### src/rtl/timer_pkg.sv
// Shared definitions for the MM:SS countdown timer control path.
// Provides state encodings, state width and a counter-width helper.
package timer_pkg;

    localparam int STATE_W = 3;

    localparam logic [STATE_W-1:0] ST_IDLE  = 3'd0;
    localparam logic [STATE_W-1:0] ST_SET   = 3'd1;
    localparam logic [STATE_W-1:0] ST_RUN   = 3'd2;
    localparam logic [STATE_W-1:0] ST_PAUSE = 3'd3;
    localparam logic [STATE_W-1:0] ST_DONE  = 3'd4;

    // Bits needed to hold values 0..n-1 (never less than one bit).
    function automatic int cnt_w(input int n);
        return (n < 2) ? 1 : $clog2(n);
    endfunction

endpackage

### src/rtl/btn_rise_detect.sv
// Rising-edge detector for one debounced button level.
// Ports: clk_1Hz, reset (sync, active-high), btn (level in), rise (one-cycle pulse).
// History resets to 1 so a button held through reset release gives no edge.
module btn_rise_detect (
    input  logic clk_1Hz,
    input  logic reset,
    input  logic btn,
    output logic rise
);

    logic btn_q;

    always_ff @(posedge clk_1Hz) begin
        if (reset) begin
            btn_q <= 1'b1;
        end else begin
            btn_q <= btn;
        end
    end

    assign rise = btn & ~btn_q;

endmodule

### src/rtl/countdown_sequencer.sv
// Control FSM for the MM:SS countdown timer: programming, run/pause, terminal detect, alarm.
// Ports: clk_1Hz, reset (sync, active-high), set_mode, start, sel_field, inc_btn,
//   sec_zero, min_zero in; sec_en, min_en (comb), forward, inc_sec, inc_min,
//   cnt_reset, alarm, state (registered) out.
// Optional macro TIMER_AUTOREPEAT_EN adds inc_btn hold-to-repeat in SET.
module countdown_sequencer
    import timer_pkg::*;
#(
    parameter int ALARM_CYCLES = 10
`ifdef TIMER_AUTOREPEAT_EN
    ,
    parameter int REPEAT_DELAY = 3
`endif
) (
    input  logic               clk_1Hz,
    input  logic               reset,
    input  logic               set_mode,
    input  logic               start,
    input  logic               sel_field,
    input  logic               inc_btn,
    input  logic               sec_zero,
    input  logic               min_zero,
    output logic               sec_en,
    output logic               min_en,
    output logic               forward,
    output logic               inc_sec,
    output logic               inc_min,
    output logic               cnt_reset,
    output logic               alarm,
    output logic [STATE_W-1:0] state
);

    localparam int AW = cnt_w(ALARM_CYCLES);

    logic               start_rise;
    logic               inc_rise;
    logic [STATE_W-1:0] state_q;
    logic [STATE_W-1:0] state_nxt;
    logic [AW-1:0]      alarm_cnt;
    logic               at_zero;
    logic               alarm_end;
    logic               in_set;
    logic               in_done;
    logic               rpt_fire;
    logic               strobe;

    btn_rise_detect u_start_det (
        .clk_1Hz (clk_1Hz),
        .reset   (reset),
        .btn     (start),
        .rise    (start_rise)
    );

    btn_rise_detect u_inc_det (
        .clk_1Hz (clk_1Hz),
        .reset   (reset),
        .btn     (inc_btn),
        .rise    (inc_rise)
    );

`ifdef TIMER_AUTOREPEAT_EN
    localparam int RW = cnt_w(REPEAT_DELAY + 1);

    // Saturates at REPEAT_DELAY; once there every held cycle fires.
    logic [RW-1:0] rpt_cnt;
    logic          rpt_sat;

    assign rpt_sat  = (rpt_cnt == RW'(REPEAT_DELAY));
    assign rpt_fire = inc_btn & rpt_sat;
`else
    assign rpt_fire = 1'b0;
`endif

    assign at_zero   = sec_zero & min_zero;
    assign alarm_end = (alarm_cnt == AW'(ALARM_CYCLES - 1));
    assign in_set    = (state_q == ST_SET);
    assign in_done   = (state_q == ST_DONE);

    // Strobe is judged on the current state so an edge seen while
    // leaving SET still produces its increment.
    assign strobe = in_set & (inc_rise | rpt_fire);

    always_comb begin
        state_nxt = state_q;
        case (state_q)
            ST_IDLE: begin
                if (set_mode) begin
                    state_nxt = ST_SET;
                end else if (start_rise && !at_zero) begin
                    state_nxt = ST_RUN;
                end
            end
            ST_SET: begin
                if (!set_mode) begin
                    state_nxt = ST_IDLE;
                end
            end
            ST_RUN: begin
                if (at_zero) begin
                    state_nxt = ST_DONE;
                end else if (start_rise) begin
                    state_nxt = ST_PAUSE;
                end
            end
            ST_PAUSE: begin
                if (start_rise) begin
                    state_nxt = ST_RUN;
                end else if (set_mode) begin
                    state_nxt = ST_SET;
                end
            end
            ST_DONE: begin
                if (start_rise || alarm_end) begin
                    state_nxt = ST_IDLE;
                end
            end
            default: state_nxt = ST_IDLE;
        endcase
    end

    // Minutes borrow in the same cycle the seconds counter wraps.
    assign sec_en = (state_q == ST_RUN);
    assign min_en = sec_en & sec_zero & ~min_zero;
    assign state  = state_q;

    always_ff @(posedge clk_1Hz) begin
        if (reset) begin
            state_q   <= ST_IDLE;
            cnt_reset <= 1'b1;
            forward   <= 1'b0;
            inc_sec   <= 1'b0;
            inc_min   <= 1'b0;
            alarm     <= 1'b0;
            alarm_cnt <= '0;
`ifdef TIMER_AUTOREPEAT_EN
            rpt_cnt   <= '0;
`endif
        end else begin
            state_q   <= state_nxt;
            cnt_reset <= 1'b0;
            forward   <= (state_nxt == ST_SET);
            inc_sec   <= strobe & ~sel_field;
            inc_min   <= strobe & sel_field;
            alarm     <= (state_nxt == ST_DONE);
            if (in_done && state_nxt == ST_DONE) begin
                alarm_cnt <= alarm_cnt + 1'b1;
            end else begin
                alarm_cnt <= '0;
            end
`ifdef TIMER_AUTOREPEAT_EN
            if (in_set && inc_btn && state_nxt == ST_SET) begin
                if (!rpt_sat) begin
                    rpt_cnt <= rpt_cnt + 1'b1;
                end
            end else begin
                rpt_cnt <= '0;
            end
`endif
        end
    end

endmodule

### config.mk
export PLATFORM = sky130hd
export DESIGN_NAME = countdown_sequencer
export DESIGN_NICKNAME = d
export VERILOG_FILES = /design/src/rtl/timer_pkg.sv /design/src/rtl/btn_rise_detect.sv /design/src/rtl/countdown_sequencer.sv
export SDC_FILE = /design/constraint.sdc
export NUM_CORES = 1
export LEC_CHECK = 0
export ABC_CLOCK_PERIOD_IN_PS = 1400
export BUFFER_PORTS_ARGS = -buffer_cell sky130_fd_sc_hd__buf_2
export CORE_AREA = 3 3 40 42
export CTS_BUF_LIST = sky130_fd_sc_hd__clkbuf_4 sky130_fd_sc_hd__clkbuf_8
export DETAILED_ROUTE_END_ITERATION = 7
export DIE_AREA = 0 0 43 45
export GPL_TIMING_DRIVEN = 0
export PLACE_DENSITY_LB_ADDON = 0.12
export SYNTH_ARGS = -nofsm -noshare
export SYNTH_HDL_FRONTEND = slang
export SYNTH_SLANG_ARGS = --single-unit
### constraint.sdc
create_clock -name clk_1Hz -period 1.4 [get_ports clk_1Hz]
set_clock_uncertainty 0.05 [all_clocks]
set_input_delay 0.07 -clock clk_1Hz [delete_from_list [all_inputs] [get_ports clk_1Hz]]
set_output_delay 0.07 -clock clk_1Hz [all_outputs]
set_load 0.02 [all_outputs]
==> results.sh <==
export IMPL_drive_gt1_frac=0.368
export IMPL_post_drt_wl_per_cell_um=10.7
export IMPL_cts_root_buf="clkbuf_4"
export IMPL_path_max_fanout=4
export IMPL_crit_path_end_kind="output port"
export IMPL_yosysUniqueCellTypes=25
export IMPL_cp_start_kind="register"
export IMPL_cp_required_ps=1280
export IMPL_hold_viol=0
export IMPL_grt_pass1_vias=469
export IMPL_die_area_um2=1940
export IMPL_status="completed"
export IMPL_slew_headroom=0.810
export IMPL_grt_max_degree=10
export IMPL_grt_first_pass_wirelength_um=1820
export IMPL_overflow=0
export IMPL_synth_top_area_cell="dfxtp_1"
export IMPL_yosys_top_cells_area="dfxtp_1, nor2_1, ha_1"
export IMPL_synth_edff_count=0
export IMPL_tritoncts="done"
export IMPL_die_h_um=45
export IMPL_dr_pass1_iters=3
export IMPL_synth_seq_cells=14
export IMPL_gp_congestion=0.756
export IMPL_htreeDepth=1
export IMPL_via_count=502
export IMPL_insertion_delay_ps=270
export IMPL_dp_hpwl_um=825
export IMPL_core_rowCount=13
export IMPL_tritoncts_num_buffers=3
export IMPL_multiInputGateArea_um2=279
export IMPL_port_buffers=17
export IMPL_fin_nets=98
export IMPL_fillers=114
export IMPL_syn_inst=60
export IMPL_final_cell_mix="buf_2, dfxtp_1, nor2_1"
export IMPL_synth_fp_nets=70
export IMPL_cap_violations=0
export IMPL_routed_via_density=4.92
export IMPL_pre_cts_ws_ps=200
export IMPL_clock_sink_count=14
export IMPL_die_w_um=43
export IMPL_syn_area_per_cell_um2=9.43
export IMPL_finalPower_w=0.000760
export IMPL_clock_path_buffers=2
export IMPL_io_pins=18
export IMPL_setup_viol=0
export IMPL_rsz0062_at_grt="no"
export IMPL_first_iter_violations=3
export IMPL_core_um2=1280
export IMPL_async_flop_share=0
export IMPL_antenna_cells=0
export IMPL_clock_fmax_ghz=0.748
export IMPL_antenna_found_initial=0
export IMPL_final_common_cell="buf_2"
export IMPL_grt_util_all_layers=0.122
export IMPL_synth_ff_type="dfxtp_1"
export IMPL_area_delta_synth_final_pct=38.9
export IMPL_regArea_um2=288
export IMPL_syn_cell_area_um2=566
export IMPL_period_share=0.955
export IMPL_start_util=0.440
export IMPL_setup_tns_final_ps=0
export IMPL_p_per_area_nw_per_um2=968
export IMPL_power_leakage_nw=0.355
export IMPL_peakVddDrop_mv=0.674
export IMPL_layout_setup_ws_ps=62.6
export IMPL_synth_top_area_frac=0.496
export IMPL_yosys_warnings=0
export IMPL_hold_path_class="primary input to register"
export IMPL_finalMaxSlewViolations=0
export IMPL_antenna_left=0
export IMPL_clk_pin_slew_ps=80
export IMPL_seq_area_frac_synth=0.496
export IMPL_cp_data_arrival_time_ps=1220
export IMPL_worst_pin_slew_ps=283
export IMPL_path_class="register to output port"
export IMPL_wirelength_um=1090
export IMPL_fin_crit_ps=1340
export IMPL_drc_errors=0
[worst max-delay path: stages, from the launching register on]
cell and delay [ps]:
dfxtp_4 350, nand2b_4 140, nand2b_4 150, nor3b_2 140
buf_4 160
[metrics by stage]
step	instances	util	cell area (um^2)	hold WS [ps]
3_3_place_gp	92	0.525	674	193
5_1_grt	102	0.611	786	93.6
6_report	102	0.611	786	80.5
3_5_place_dp	92	0.525	674	199
4_1_cts	101	0.602	773	75.9
2_1_floorplan	60	-	571	47.7
[sequential cells by signal, indices dropped and copies added, names as in the netlist]
register           cells
alarm                  1
alarm_cnt              4
cnt_reset              1
forward                1
inc_min                1
inc_sec                1
state                  3
u_inc_det.btn_q        1
u_start_det.btn_q      1
[final timing paths]
path	startpoint	endpoint	slack, ps	cells past startpoint
max	state[2]	min_en	60	4
min	sec_zero	state[2]	80	3
max reg2reg	state[0]	forward	210	4
min reg2reg	alarm_cnt[0]	alarm_cnt[0]	430	1
[timing repair]
| item | CTS | global route |
|---|---|---|
| hold buffers | 5 | 0 |
| hold endpoints to repair | 6 | 0 |
| gates cloned | 0 | 0 |
| gates resized for setup | 4 | 2 |
| pin swaps | 0 | 1 |
| setup endpoints to repair | 1 | 1 |
| buffers inserted | 0 | 1 |
[layout make-up]
| cell class | instances | share of cell area |
|---|---|---|
| repair buffers | 23 | 0.185 |
| inverters | 5 | 0.0239 |
| clock buffers | 4 | 0.0462 |
| multi-input cells | 41 | 0.355 |
| well taps | 15 | 0.0239 |
| flip-flops and latches | 14 | 0.366 |
[cells in the mapped netlist (all sizes together) (2+ instances only)]
cell / number
ha: 2
inv: 5
dfxtp: 14
o31ai: 2
nor3b: 2
nor2: 7
nand2: 4
or2: 2
nand2b: 4
a21oi: 3
nor3: 2
[report_power, final]
part / leakage (nW) / total, W / switching, W / internal [W]
Clock: 0.0210 / 0.000279 / 0.000121 / 0.000158
Combinational: 0.218 / 0.0000709 / 0.0000364 / 0.0000344
Sequential: 0.116 / 0.000410 / 0.00000628 / 0.000404
[layer usage]
metal,vias to the layer above,global-route usage,share of wire
met1,231,0.145,0.46
met3,2,0.0239,0.029
met5,-,0,0
li1,260,-,-
met2,9,0.216,0.49
met4,0,0.0542,0.012
[kinds of logic (layout without fill, tap and decap cells)]
family | count (synthesis) | in the layout | synth area share
and+or+nand+nor | 26 | 26 | 0.261
DFF | 14 | 14 | 0.496
AOI/OAI and AO/OA | 12 | 12 | 0.150
buffers and inverters | 5 | 32 | 0.0332
adders and majority gates | 2 | 2 | 0.0442
xor gates and xnor gates | 1 | 1 | 0.0155
(Power assumes the default switching activity.)
